## config.mk

```make
export PLATFORM = sky130hd
export DESIGN_NAME = rgb_fader
export DESIGN_NICKNAME = d
export VERILOG_FILES = /design/src/rtl/rgb_fader_pkg.sv /design/src/rtl/rgb_fader_channel.sv /design/src/rtl/rgb_fader.sv
export SDC_FILE = /design/constraint.sdc
export NUM_CORES = 1
export LEC_CHECK = 0
export BUFFER_PORTS_ARGS = -buffer_cell sky130_fd_sc_hd__clkbuf_2
export CAP_MARGIN = 20
export CORE_MARGIN = 4
export CORE_UTILIZATION = 40
export CTS_CLUSTER_DIAMETER = 30
export DETAILED_ROUTE_END_ITERATION = 6
export GPL_TIMING_DRIVEN = 0
export SYNTH_ARGS = -nofsm -noshare
export SYNTH_HDL_FRONTEND = slang
export SYNTH_SLANG_ARGS = --single-unit
```

## constraint.sdc

```tcl
create_clock -name i_clk -period 5.4 [get_ports i_clk]
set_clock_uncertainty 0.1 [all_clocks]
set_input_delay 0.27 -clock i_clk [delete_from_list [all_inputs] [get_ports i_clk]]
set_output_delay 0.27 -clock i_clk [all_outputs]
set_load 0.1 [all_outputs]
```

## src/rtl/rgb_fader_pkg.sv

```systemverilog
// rgb_fader_pkg: shared definitions for the RGB fader.
//   - fader FSM state encoding
//   - default intensity width and fade prescaler width
//   - channel count (red, green, blue)
package rgb_fader_pkg;

  localparam int DEF_WIDTH    = 8;
  localparam int DEF_DIV_BITS = 16;
  localparam int NUM_CH       = 3;

  typedef enum logic {
    IDLE = 1'b0,
    FADE = 1'b1
  } state_t;

endpackage

```

## src/rtl/rgb_fader_channel.sv

```systemverilog
// rgb_fade_channel: one colour channel of the fader.
//   Holds the current and target intensity, steps current one LSB toward
//   target on each step strobe, and drives a PWM bit by comparing the shared
//   PWM counter against the channel duty.
//   Optional feature macro: RGB_FADER_GAMMA_EN (duty = cur^2 >> P_WIDTH).
// Ports:
//   clk, rst_n  clock, synchronous active-low reset
//   load        latch tgt_in as the new target
//   step        fade tick: move current one LSB toward target
//   tgt_in      new target intensity
//   pwm_cnt     shared free-running PWM counter
//   at_tgt      current == target
//   led         registered PWM output, active-high
module rgb_fade_channel
  import rgb_fader_pkg::*;
#(
  parameter int P_WIDTH = DEF_WIDTH
) (
  input  logic               clk,
  input  logic               rst_n,
  input  logic               load,
  input  logic               step,
  input  logic [P_WIDTH-1:0] tgt_in,
  input  logic [P_WIDTH-1:0] pwm_cnt,
  output logic               at_tgt,
  output logic               led
);

  logic [P_WIDTH-1:0] cur;
  logic [P_WIDTH-1:0] tgt;
  logic [P_WIDTH-1:0] duty;

`ifdef RGB_FADER_GAMMA_EN
  // Square-law duty for perceptual dimming; keep the top half of the product.
  logic [2*P_WIDTH-1:0] sq;
  assign sq   = {{P_WIDTH{1'b0}}, cur} * {{P_WIDTH{1'b0}}, cur};
  assign duty = sq[2*P_WIDTH-1:P_WIDTH];
`else
  assign duty = cur;
`endif

  assign at_tgt = (cur == tgt);

  always_ff @(posedge clk) begin
    if (!rst_n) begin
      cur <= '0;
      tgt <= '0;
      led <= 1'b0;
    end else begin
      if (load) tgt <= tgt_in;
      // Strict compares: equal means hold, so no overshoot and no wrap.
      if (step) begin
        if (cur < tgt)      cur <= cur + 1'b1;
        else if (cur > tgt) cur <= cur - 1'b1;
      end
      // Compare uses the counter value of this cycle, so the pin lags it by one.
      led <= (pwm_cnt < duty);
    end
  end

endmodule

```

## src/rtl/rgb_fader.sv

```systemverilog
// rgb_fader: accepts RGB target intensities over valid/ready and ramps each
// channel toward its target one LSB per fade tick, driving PWM LED pins.
//   Optional feature macro: RGB_FADER_GAMMA_EN (square-law duty in channels).
// Ports:
//   i_clk, i_rst_n     clock, synchronous active-low reset
//   i_valid, o_ready   target handshake (accepted only in IDLE)
//   i_r, i_g, i_b      target intensities
//   o_done             one-cycle pulse when a fade completes
//   o_led_r/g/b        PWM outputs, active-high
module rgb_fader
  import rgb_fader_pkg::*;
#(
  parameter int P_WIDTH    = DEF_WIDTH,
  parameter int P_DIV_BITS = DEF_DIV_BITS
) (
  input  logic               i_clk,
  input  logic               i_rst_n,
  input  logic               i_valid,
  output logic               o_ready,
  input  logic [P_WIDTH-1:0] i_r,
  input  logic [P_WIDTH-1:0] i_g,
  input  logic [P_WIDTH-1:0] i_b,
  output logic               o_done,
  output logic               o_led_r,
  output logic               o_led_g,
  output logic               o_led_b
);

  state_t                          state, state_nxt;
  logic [P_DIV_BITS-1:0]           presc;
  logic [P_WIDTH-1:0]              pwm_cnt;
  logic [NUM_CH-1:0][P_WIDTH-1:0]  tgt_in;
  logic [NUM_CH-1:0]               at_tgt;
  logic [NUM_CH-1:0]               led;
  logic                            accept, tick, step, all_at;
  logic                            ready_nxt, done_nxt;

  // Lane 0 = red, 1 = green, 2 = blue.
  assign tgt_in = {i_b, i_g, i_r};
  assign accept = i_valid && o_ready && (state == IDLE);
  assign tick   = &presc;
  assign step   = tick && (state == FADE);
  assign all_at = &at_tgt;

  // o_ready and o_done are registered copies of the next-state decision, so
  // o_ready rises on the first edge out of reset and drops the cycle after accept.
  always_comb begin
    state_nxt = state;
    ready_nxt = 1'b0;
    done_nxt  = 1'b0;
    case (state)
      IDLE: begin
        if (accept) state_nxt = FADE;
        else        ready_nxt = 1'b1;
      end
      FADE: begin
        if (all_at) begin
          state_nxt = IDLE;
          ready_nxt = 1'b1;
          done_nxt  = 1'b1;
        end
      end
      default: state_nxt = IDLE;
    endcase
  end

  always_ff @(posedge i_clk) begin
    if (!i_rst_n) begin
      state   <= IDLE;
      o_ready <= 1'b0;
      o_done  <= 1'b0;
      presc   <= '0;
      pwm_cnt <= '0;
    end else begin
      state   <= state_nxt;
      o_ready <= ready_nxt;
      o_done  <= done_nxt;
      presc   <= presc + 1'b1;
      pwm_cnt <= pwm_cnt + 1'b1;
    end
  end

  for (genvar c = 0; c < NUM_CH; c++) begin : g_ch
    rgb_fade_channel #(.P_WIDTH(P_WIDTH)) u_ch (
      .clk     (i_clk),
      .rst_n   (i_rst_n),
      .load    (accept),
      .step    (step),
      .tgt_in  (tgt_in[c]),
      .pwm_cnt (pwm_cnt),
      .at_tgt  (at_tgt[c]),
      .led     (led[c])
    );
  end

  assign o_led_r = led[0];
  assign o_led_g = led[1];
  assign o_led_b = led[2];

endmodule
```

---- Word-level counts from Yosys, hierarchy flattened ----
Cells that the tools add are included.
storage, ports and cells
  bits in registers ....................... 78
  latch bits .............................. 0
  memory bits (writable) .................. 0
  memory bits (read-only) ................. 0
  input bits .............................. 27
  output and inout bits ................... 5
  word-level logic and storage cells ...... 59
  memories kept ........................... 0
cells by class
  add/sub/neg operators ................... 8
  $mul .................................... 0
  div/mod/pow operators ................... 0
  order comparisons ....................... 9
  equality and inequality tests ........... 3
  shifts and indexed selects .............. 0
  multiplexer cells ....................... 12
  bitwise logic cells ..................... 1
  reductions and logical operators ........ 12
operators with widths
  cell                                               number
  < comparator 8 bit                                 6
  2-to-1 mux 8 bit                                   6
  adder 8 x 1 -> 8 bit (second input constant)       4
  == test 8 bit                                      3
  > comparator 8 bit                                 3
  subtractor 8 x 1 -> 8 bit (second input constant)  3
  adder 16 x 1 -> 16 bit (second input constant)     1
  AND reduction 16 bit                               1
  AND reduction 2 bit                                4
  nonzero test 2 bit                                 3
  2-to-1 mux 1 bit                                   4
  case mux 1 bit (2 select lines)                    2
  logical AND 1 bit                                  3
  AND reduction 3 bit                                1
  NOT 1 bit                                          1

---- Longest topological paths before layout ----
Gate-level depths: netlist (run 1).
  depth after elaboration ................. 4
  depth in mapped cells ................... 13
  gate-level depth less buffers ........... 13

---- Cells and area by module ----
A second synthesis (run 1) with hierarchy kept.
second synthesis, totals
  cell total of the unflattened synthesis .. 591
  area total of the unflattened synthesis .. 5186.2 µm²
by module, submodules not included
  module            instances  cells an instance  area an instance (µm²)  sequential area each (µm²)
  rgb_fade_channel  3          158                1343.8                  340.3
  rgb_fader         1          117                1154.9                  540.5

---- Worst setup path after synthesis (run 1) ----
No wires, ideal clock.
  path kind ............................... reg2reg
  start point ............................. reg g_ch[1].u_ch.cur[1]
  end point ............................... reg g_ch[1].u_ch.cur[7]
  setup time .............................. 0.066 ns
  arrival ................................. 3.027 ns
  data required time ...................... 5.234 ns
  path slack .............................. 2.207 ns
  stages on the path, launching flop included .. 13
  path buffers ............................ 0
  period minus slack after synthesis ...... 3.193 ns
  cell sequence ........................... dfxtp_1 > ha_1 > nor2b_1 > o211ai_1 > a21oi_1 > nand2b_1 > ha_1 > and3_1 > a221oi_2 > a21oi_1 > or4_1 > a31o_1 > a21boi_2
on the way
  longest elaborated chain between the ends .. 3
  elaborated cells on any way between the ends .. 8
  classes of those cells .................. add/sub: 2; order compare: 2; mux: 2; reduce/logical: 2
ends and longest elaborated chain
  item                                                     line                     RTL
  start, declared                                          rgb_fader_channel.sv:29  logic [P_WIDTH-1:0] cur;
  start signal, assigned                                   rgb_fader_channel.sv:53  if (cur < tgt) cur <= cur + 1'b1;
  start signal, assigned                                   rgb_fader_channel.sv:54  else if (cur > tgt) cur <= cur - 1'b1;
  subtractor 8 x 1 -> 8 bit (tied with other cells)        rgb_fader_channel.sv:54
  2-to-1 mux 8 bit or nonzero test 2 bit (tied branches)   -
  2-to-1 mux 8 bit or AND reduction 2 bit (tied branches)  -
Parallel ways exist; a longest one is shown, timed or not. The select of a mux whose other input is x is not followed.
A chain may end at the register's enable or synchronous reset.

---- Worst setup path in the final report (run 1) ----
Ends and elaborated chain as after synthesis.

==> run summary, run 1 <==
* Layout Nets: 699
* endpoints failing setup: 0
* total setup buffers inserted after CTS: 0
* overall track demand over capacity in global routing: 0.162
* area added between synthesis and finish: 13.6%
* Syn Std Cell Area: 4910 µm²
* final antenna diode count: 0
* largest cells by area after synthesis: dfxtp_1 32%, ha_1 17%, nand2_1 6.9%
* number of rows created at floorplan: 40
* DRC viols: 0
* family with the most delay on the worst path: compound AO/OA/AOI/OAI gates
* Least-Margin Pin Slew: 0.615 ns
* register-to-register setup slack: 1.88 ns
* post-route setup slack: 1.88 ns
* area share of the largest cell type after synthesis: 0.318
* overflow left after global routing: 0
* post-layout minimum cycle time: 3.52 ns
* cell-by-cell trace of the critical path: ha_1 > nor2b_1 > o211ai_1 > a21oi_1 > nand2b_1 > ha_1 > and3_1 > a221oi_2 > a21oi_1 > or4_1 > a31o_1 > a21boi_2
* depth of the worst hold-timing path: 3
* die extent in y: 119 µm
* max-capacitance violation count: 0
* number of nets with antenna violations after routing: 0
* Sum Neg Setup Slack: 0 ns
* Horiz. Die Dim: 119 µm
* Inserted Clock Buffers: 9
* critical path's largest stage delay: 0.44 ns
* data arrival time of the critical path: 3.70 ns
* floorplan core area: 12000 µm²
* count of instances resized after the clock tree is built: 0
* sequential share of the synthesized area: 0.318
* number of top-level pins: 32
* clock edge transition at the registers on the reported setup and hold paths: 0.06 ns
* instance count of the mapped netlist: 563
* final core utilization: 0.464
* number of detailed-routing iterations run before antenna repair: 4
* worst r2r src: g_ch[1].u_ch.cur[1]
* highest achievable clock rate: 0.284 GHz
* flip-flop cell with the highest count after synthesis: dfxtp_1
* number of cell instances on the worst register-to-register path: 12
* Setup CP Type: register to register
* required time at the endpoint of the critical path: 5.57 ns
* number of clock sinks seen by CTS: 78
* Leakage: 2.39 nW
* setup repair after global routing missed its margin: no
* count of warnings emitted by yosys: 0
* violation count after the first detailed-routing iteration: 149
* # port buffers: 30
* number of antenna violations at the first check in global routing: 0
* hold path startpoint: i_r[5]
* area of placed instances: 5240 µm²
* number of hold violations in the final report: 0
* number of slew-limit violations in the final report: 0
* type of the most critical hold path: input port to register
* run status: completed
* share of flip-flops with an asynchronous set or reset: 0
* Final HPWL DP: 8320 µm
* fill cell count: 1179
* largest area contributor in the synthesized netlist: dfxtp_1
* final design area excluding fillers: 5580 µm²
* pin count of the biggest net entering global routing: 14
* via/cell ratio: 5.14
* category of the worst setup path capture point: register
* via count of the first global-routing pass: 3895
* share of final-layout standard cells stronger than drive strength 1: 0.108
* Post-CTS Hold Fix Bufs: 0
* number of enable flip-flop cells after synthesis: 0
* number of distinct library cells after synthesis: 48
* clock insertion delay at the later pin of the skew report: 0.34 ns
* Mapped Avg Cell Area: 8.72 µm²
* total nets after synthesis: 658
* areal power density over the cells: 278 nW/µm²
* reg-to-reg critical path endpoint: g_ch[1].u_ch.cur[7]
* wire length of the first global-routing pass: 18400 µm
* Crit-path slowest cell: dfxtp_1
* maximum fanout encountered on the critical timing path: 7
* buffer depth of the longest clock path: 2
* Final period util: 0.652
* worst hold endpoint: g_ch[0].u_ch.tgt[5]
* minimum setup slack after placement: 1.89 ns
* nature of the critical path startpoint: register
* TritonCTS clock tree: yes
* starting density of the core: 0.409
* die area: 14100 µm²
* total wire length: 10800 µm
* maximum level of the CTS H-tree: 3
* worst slew margin relative to its limit: 0.588
* FF+latch count, synth: 78
* routed length per placed instance: 14.3 µm
* total buffers and inverters traversed by the critical path: 0
* worst-case vdd ir drop: 0.129 mV
* Final Wtd Congestion: 0.848
* root cell of the clock tree: clkbuf_16
* via count: 3889
-- through the flow --
stage / instances / hold slack, ns / total power [mW]
after floorplan: 563 / 0.315 / 0.824
after global placement: 740 / 0.354 / 0.881
after detailed placement: 740 / 0.358 / 0.891
after CTS: 756 / 0.0547 / 1.57
after global routing: 756 / 0.0697 / 1.63
final: 756 / 0.0587 / 1.55
-- cell type report --
class / instances / area [µm²] / area share
well taps: 147 / 184 / 0.0330
clock buffers: 11 / 253 / 0.0453
inverters: 52 / 195 / 0.0350
multi-input cells: 415 / 3060 / 0.549
plain buffers: 18 / 91.3 / 0.0164
clock inverters: 5 / 81.3 / 0.0146
flip-flops and latches: 78 / 1560 / 0.280
repair buffers: 30 / 150 / 0.0269
-- report_power, final --
part           internal (mW)  leakage, nW  total (mW)  switching (mW)
combinational          0.103         1.60       0.271           0.168
clock                  0.430        0.162       0.672           0.242
sequential             0.594        0.632       0.608          0.0142
total                   1.13         2.39        1.55           0.424
-- worst min-delay path, delay by kind of cell --
kind	cells	cell delay, ns
AOI/OAI and AO/OA	1	0.06
buffers and inverters	1	0.08
and+or+nand+nor	1	0.04
-- Yosys cell counts (5+ instances only) --
cell type and number:
nand2_1 90, dfxtp_1 78, ha_1 65, inv_1 52, a21boi_0 34, xnor2_1 28
and2_1 26, a21oi_1 21, o21ai_0 18, a21o_1 17, clkbuf_1 14, nand4_1 11
nand3_1 10, a31oi_1 8, xor2_1 7, nand3b_1 6, nor2b_1 6, o21bai_1 6
a211oi_1 5, and3_1 5, o211a_1 5
-- cell families after synthesis --
kind of cell | count (synthesis) | synth area share
mux | 2 | 0.00408
simple gates | 177 | 0.190
fa+ha+maj | 68 | 0.178
xor+xnor | 35 | 0.0624
buf+inv | 70 | 0.0584
compound gates | 133 | 0.189
flops | 78 | 0.318
-- metal layers --
layer / GRT usage / vias up / routed length, µm
li1: - / 2016 / -
met1: 0.207 / 1823 / 5180
met2: 0.278 / 34 / 5270
met3: 0.0215 / 16 / 177
met4: 0.0579 / 0 / 188
met5: 0 / - / 0
-- flip-flops by register name (all words and copies together) (netlist names) --
signal	count
g_ch.u_ch.cur	24
g_ch.u_ch.tgt	24
presc	16
pwm_cnt	8
g_ch.u_ch.led	3
o_done	1
o_ready	1
state	1
-- how the worst max path moves through the flow --
| stage | from | to | slack (ns) | cells after the start |
|---|---|---|---|---|
| after CTS | g_ch[1].u_ch.cur[1] | g_ch[1].u_ch.cur[7] | 1.87 | 12 |
| after detailed placement | g_ch[1].u_ch.cur[1] | g_ch[1].u_ch.cur[7] | 1.89 | 12 |
| after global placement | g_ch[1].u_ch.cur[1] | g_ch[1].u_ch.cur[7] | 1.93 | 12 |
| after floorplan | g_ch[1].u_ch.cur[1] | g_ch[1].u_ch.cur[7] | 2.21 | 12 |
| final | g_ch[1].u_ch.cur[1] | g_ch[1].u_ch.cur[7] | 1.88 | 12 |
| after global routing | g_ch[1].u_ch.cur[1] | g_ch[1].u_ch.cur[7] | 1.62 | 12 |
-- layout by cell type, fill, tap and decap left out, drive strengths merged, types with 3 or more instances in the layout --
cell,Yosys,layout
a211oi,5,5
a21boi,37,37
a21o,17,17
a21oi,21,21
a31oi,8,8
and2,26,26
and3,5,5
buf,4,4
clkbuf,14,55
dfxtp,78,78
fa,3,3
ha,65,65
inv,52,52
nand2,90,90
nand2b,4,4
nand3,11,11
nand3b,6,6
nand4,13,13
nor2,6,6
nor2b,6,6
o211a,5,5
o211ai,3,3
o21a,3,3
o21ai,20,20
o21bai,6,6
o221ai,3,3
or2,4,4
xnor2,28,28
xor2,7,7
Note: power is estimated with default switching activity, not from simulation.
==> inputs of run 2 (changes only) <==
clock period = 3.4 ns   (was 5.4 ns; I/O delays follow)
==> run 2 against run 1 <==
Net effect: via count grew 3.3%; clock power up 59%; sequential power up 59%; critical path depth is 1 higher; hold slack improved by 0.070 ns; cell count up 3.3%; combinational power is 72% higher; die area is the same; largest power group unchanged; highest routed layer unchanged.
==> run summary, run 2 (same netlist as run 1, synthesis figures left out) <==
* run status: completed, unchanged
* die area: 14100 µm², unchanged
* post-layout minimum cycle time: 3.26 ns, was 3.52 ns
* Final HPWL DP: 8320 µm, unchanged
* endpoints failing setup: 0, unchanged
* via count: 4019, was 3889
* Final Wtd Congestion: 0.848, unchanged
* number of clock sinks seen by CTS: 78, unchanged
* depth of the worst hold-timing path: 2, was 3
* overall track demand over capacity in global routing: 0.167, was 0.162
* maximum fanout encountered on the critical timing path: 7, unchanged
* required time at the endpoint of the critical path: 3.57 ns, was 5.57 ns
* area added between synthesis and finish: 19.4%, was 13.6%
* Sum Neg Setup Slack: 0 ns, unchanged
* wire length of the first global-routing pass: 19000 µm, was 18400 µm
* number of rows created at floorplan: 40, unchanged
* number of detailed-routing iterations run before antenna repair: 4, unchanged
* highest achievable clock rate: 0.307 GHz, was 0.284 GHz
* TritonCTS clock tree: yes, unchanged
* number of antenna violations at the first check in global routing: 0, unchanged
* maximum level of the CTS H-tree: 3, unchanged
* die extent in y: 119 µm, unchanged
* Leakage: 2.50 nW, was 2.39 nW
* number of slew-limit violations in the final report: 0, unchanged
* number of top-level pins: 32, unchanged
* most used cells in the layout excluding fill and tap cells: 90 x nand2_1, 76 x dfxtp_1, 63 x ha_1, 52 x inv_1, 34 x a21boi_0, was 90 x nand2_1, 78 x dfxtp_1, 65 x ha_1, 52 x inv_1, 34 x a21boi_0
* DRC viols: 0, unchanged
* register-to-register setup slack: 0.14 ns, was 1.88 ns
* most frequent standard cell in the layout excluding fill and tap cells: nand2_1, unchanged
* via count of the first global-routing pass: 4000, was 3895
* Setup CP Type: register to register, unchanged
* clock edge transition at the registers on the reported setup and hold paths: 0.06 ns, about the same
* number of hold violations in the final report: 0, unchanged
* setup repair after global routing missed its margin: yes, was no
* Layout Nets: 724, was 699
* number of nets with antenna violations after routing: 0, unchanged
* worst r2r src: g_ch[1].u_ch.tgt[1], was g_ch[1].u_ch.cur[1]
* hold path startpoint: i_rst_n, was i_r[5]
* Final period util: 0.958, was 0.652
* overflow left after global routing: 0, unchanged
* worst hold endpoint: g_ch[1].u_ch.tgt[1], was g_ch[0].u_ch.tgt[5]
* clock insertion delay at the later pin of the skew report: 0.34 ns, about the same
* category of the worst setup path capture point: register, unchanged
* reg-to-reg critical path endpoint: g_ch[1].u_ch.cur[7], unchanged
* power after layout: 2.50 mW, was 1.55 mW
* # port buffers: 30, unchanged
* root cell of the clock tree: clkbuf_16, unchanged
* post-route worst hold slack: 0.129 ns, was 0.0587 ns
* routed length per placed instance: 14.4 µm, was 14.3 µm
* data arrival time of the critical path: 3.43 ns, was 3.70 ns
* fill cell count: 1156, was 1179
* worst slew margin relative to its limit: 0.588, about the same
* floorplan core area: 12000 µm², unchanged
* areal power density over the cells: 426 nW/µm², was 278 nW/µm²
* Horiz. Die Dim: 119 µm, unchanged
* starting density of the core: 0.409, unchanged
* biggest registers after layout: g_ch.u_ch.cur x24, g_ch.u_ch.tgt x24, presc x16, unchanged
* worst-case vdd ir drop: 0.204 mV, was 0.129 mV
* number of cell instances on the worst register-to-register path: 13, was 12
* share of final-layout standard cells stronger than drive strength 1: 0.115, was 0.108
* final antenna diode count: 0, unchanged
* Inserted Clock Buffers: 9, unchanged
* violation count after the first detailed-routing iteration: 143, was 149
* via/cell ratio: 5.15, was 5.14
* total wire length: 11200 µm, was 10800 µm
* buffer depth of the longest clock path: 2, unchanged
* Least-Margin Pin Slew: 0.615 ns, about the same
* pin count of the biggest net entering global routing: 14, unchanged
* nature of the critical path startpoint: register, unchanged
* type of the most critical hold path: input port to register, unchanged
* max-capacitance violation count: 0, unchanged
[run 2: cell types whose count changed in the layout (fill, tap and decap cells not counted)]
cell	before	now
a21oi_1	21	20
a21oi_2	0	1
buf_4	0	1
dfxtp_1	78	76
dfxtp_2	0	2
dlygate4sd3_1	0	24
ha_1	65	63
ha_4	0	2
nand2b_1	4	3
nand2b_4	0	1
[run 2: worst max-delay path by stage]
stage	startpoint	end	slack, ns
floorplan	g_ch[1].u_ch.cur[1]	g_ch[1].u_ch.cur[7]	0.21
global placement	g_ch[1].u_ch.cur[1]	g_ch[1].u_ch.cur[7]	-0.07
detailed placement	g_ch[1].u_ch.cur[1]	g_ch[1].u_ch.cur[7]	-0.11
CTS	g_ch[1].u_ch.tgt[1]	g_ch[1].u_ch.cur[7]	0.006
global route	g_ch[1].u_ch.tgt[1]	g_ch[1].u_ch.cur[7]	-0.03
finish	g_ch[1].u_ch.tgt[1]	g_ch[1].u_ch.cur[7]	0.14
[run 2: critical path: stages (launching register included)]
cell	delay (ns)
dfxtp_1	0.33
inv_1	0.05
ha_1	0.30
nor2b_1	0.13
o211ai_1	0.24
a21oi_2	0.11
nand2b_4	0.21
ha_1	0.29
a21o_1	0.21
a221oi_2	0.31
a21oi_1	0.13
or4_1	0.43
a31o_1	0.24
a21boi_2	0.11
[run 2: where the power goes]
group	leakage, nW	total (mW)	switching, mW	internal [mW]
clock network	0.162	1.07	0.384	0.683
logic	1.71	0.467	0.275	0.191
registers	0.633	0.966	0.0227	0.943
total	2.50	2.50	0.682	1.82
[run 2: layout make-up]
class	instances	area, µm²	area share
buffer	18	91.3	0.0156
clock inverter	5	81.3	0.0139
tap	147	184	0.0314
multi-input combinational	415	3100	0.528
clock buffer	11	253	0.0431
sequential	78	1560	0.267
inverter	52	195	0.0333
timing repair buffer	55	398	0.0678
[run 2: what timing repair did]
action / CTS / global route
gates resized for setup: 3 / 4
pin swaps: 0 / 1
hold endpoints to repair: 24 / 0
hold buffers: 24 / 0
setup buffers: 0 / 1
endpoints found under the setup margin: 1 / 2
[run 2: routing by layer]
layer / vias up / track usage / share of wire
met5: - / 0 / 0
met4: 0 / 0.0579 / 0.016
met3: 17 / 0.0215 / 0.016
met2: 27 / 0.291 / 0.49
met1: 1908 / 0.212 / 0.47
li1: 2067 / - / -
[run 2: stage by stage]
stage / utilization / setup WS (ns) / std cells / area, µm²
2_1_floorplan: - / 0.207 / 563 / 4910
3_3_place_gp: 0.437 / -0.0730 / 740 / 5240
3_5_place_dp: 0.437 / -0.107 / 740 / 5240
4_1_cts: 0.486 / 0.00614 / 780 / 5830
5_1_grt: 0.488 / -0.0271 / 781 / 5860
6_report: 0.488 / 0.143 / 781 / 5860
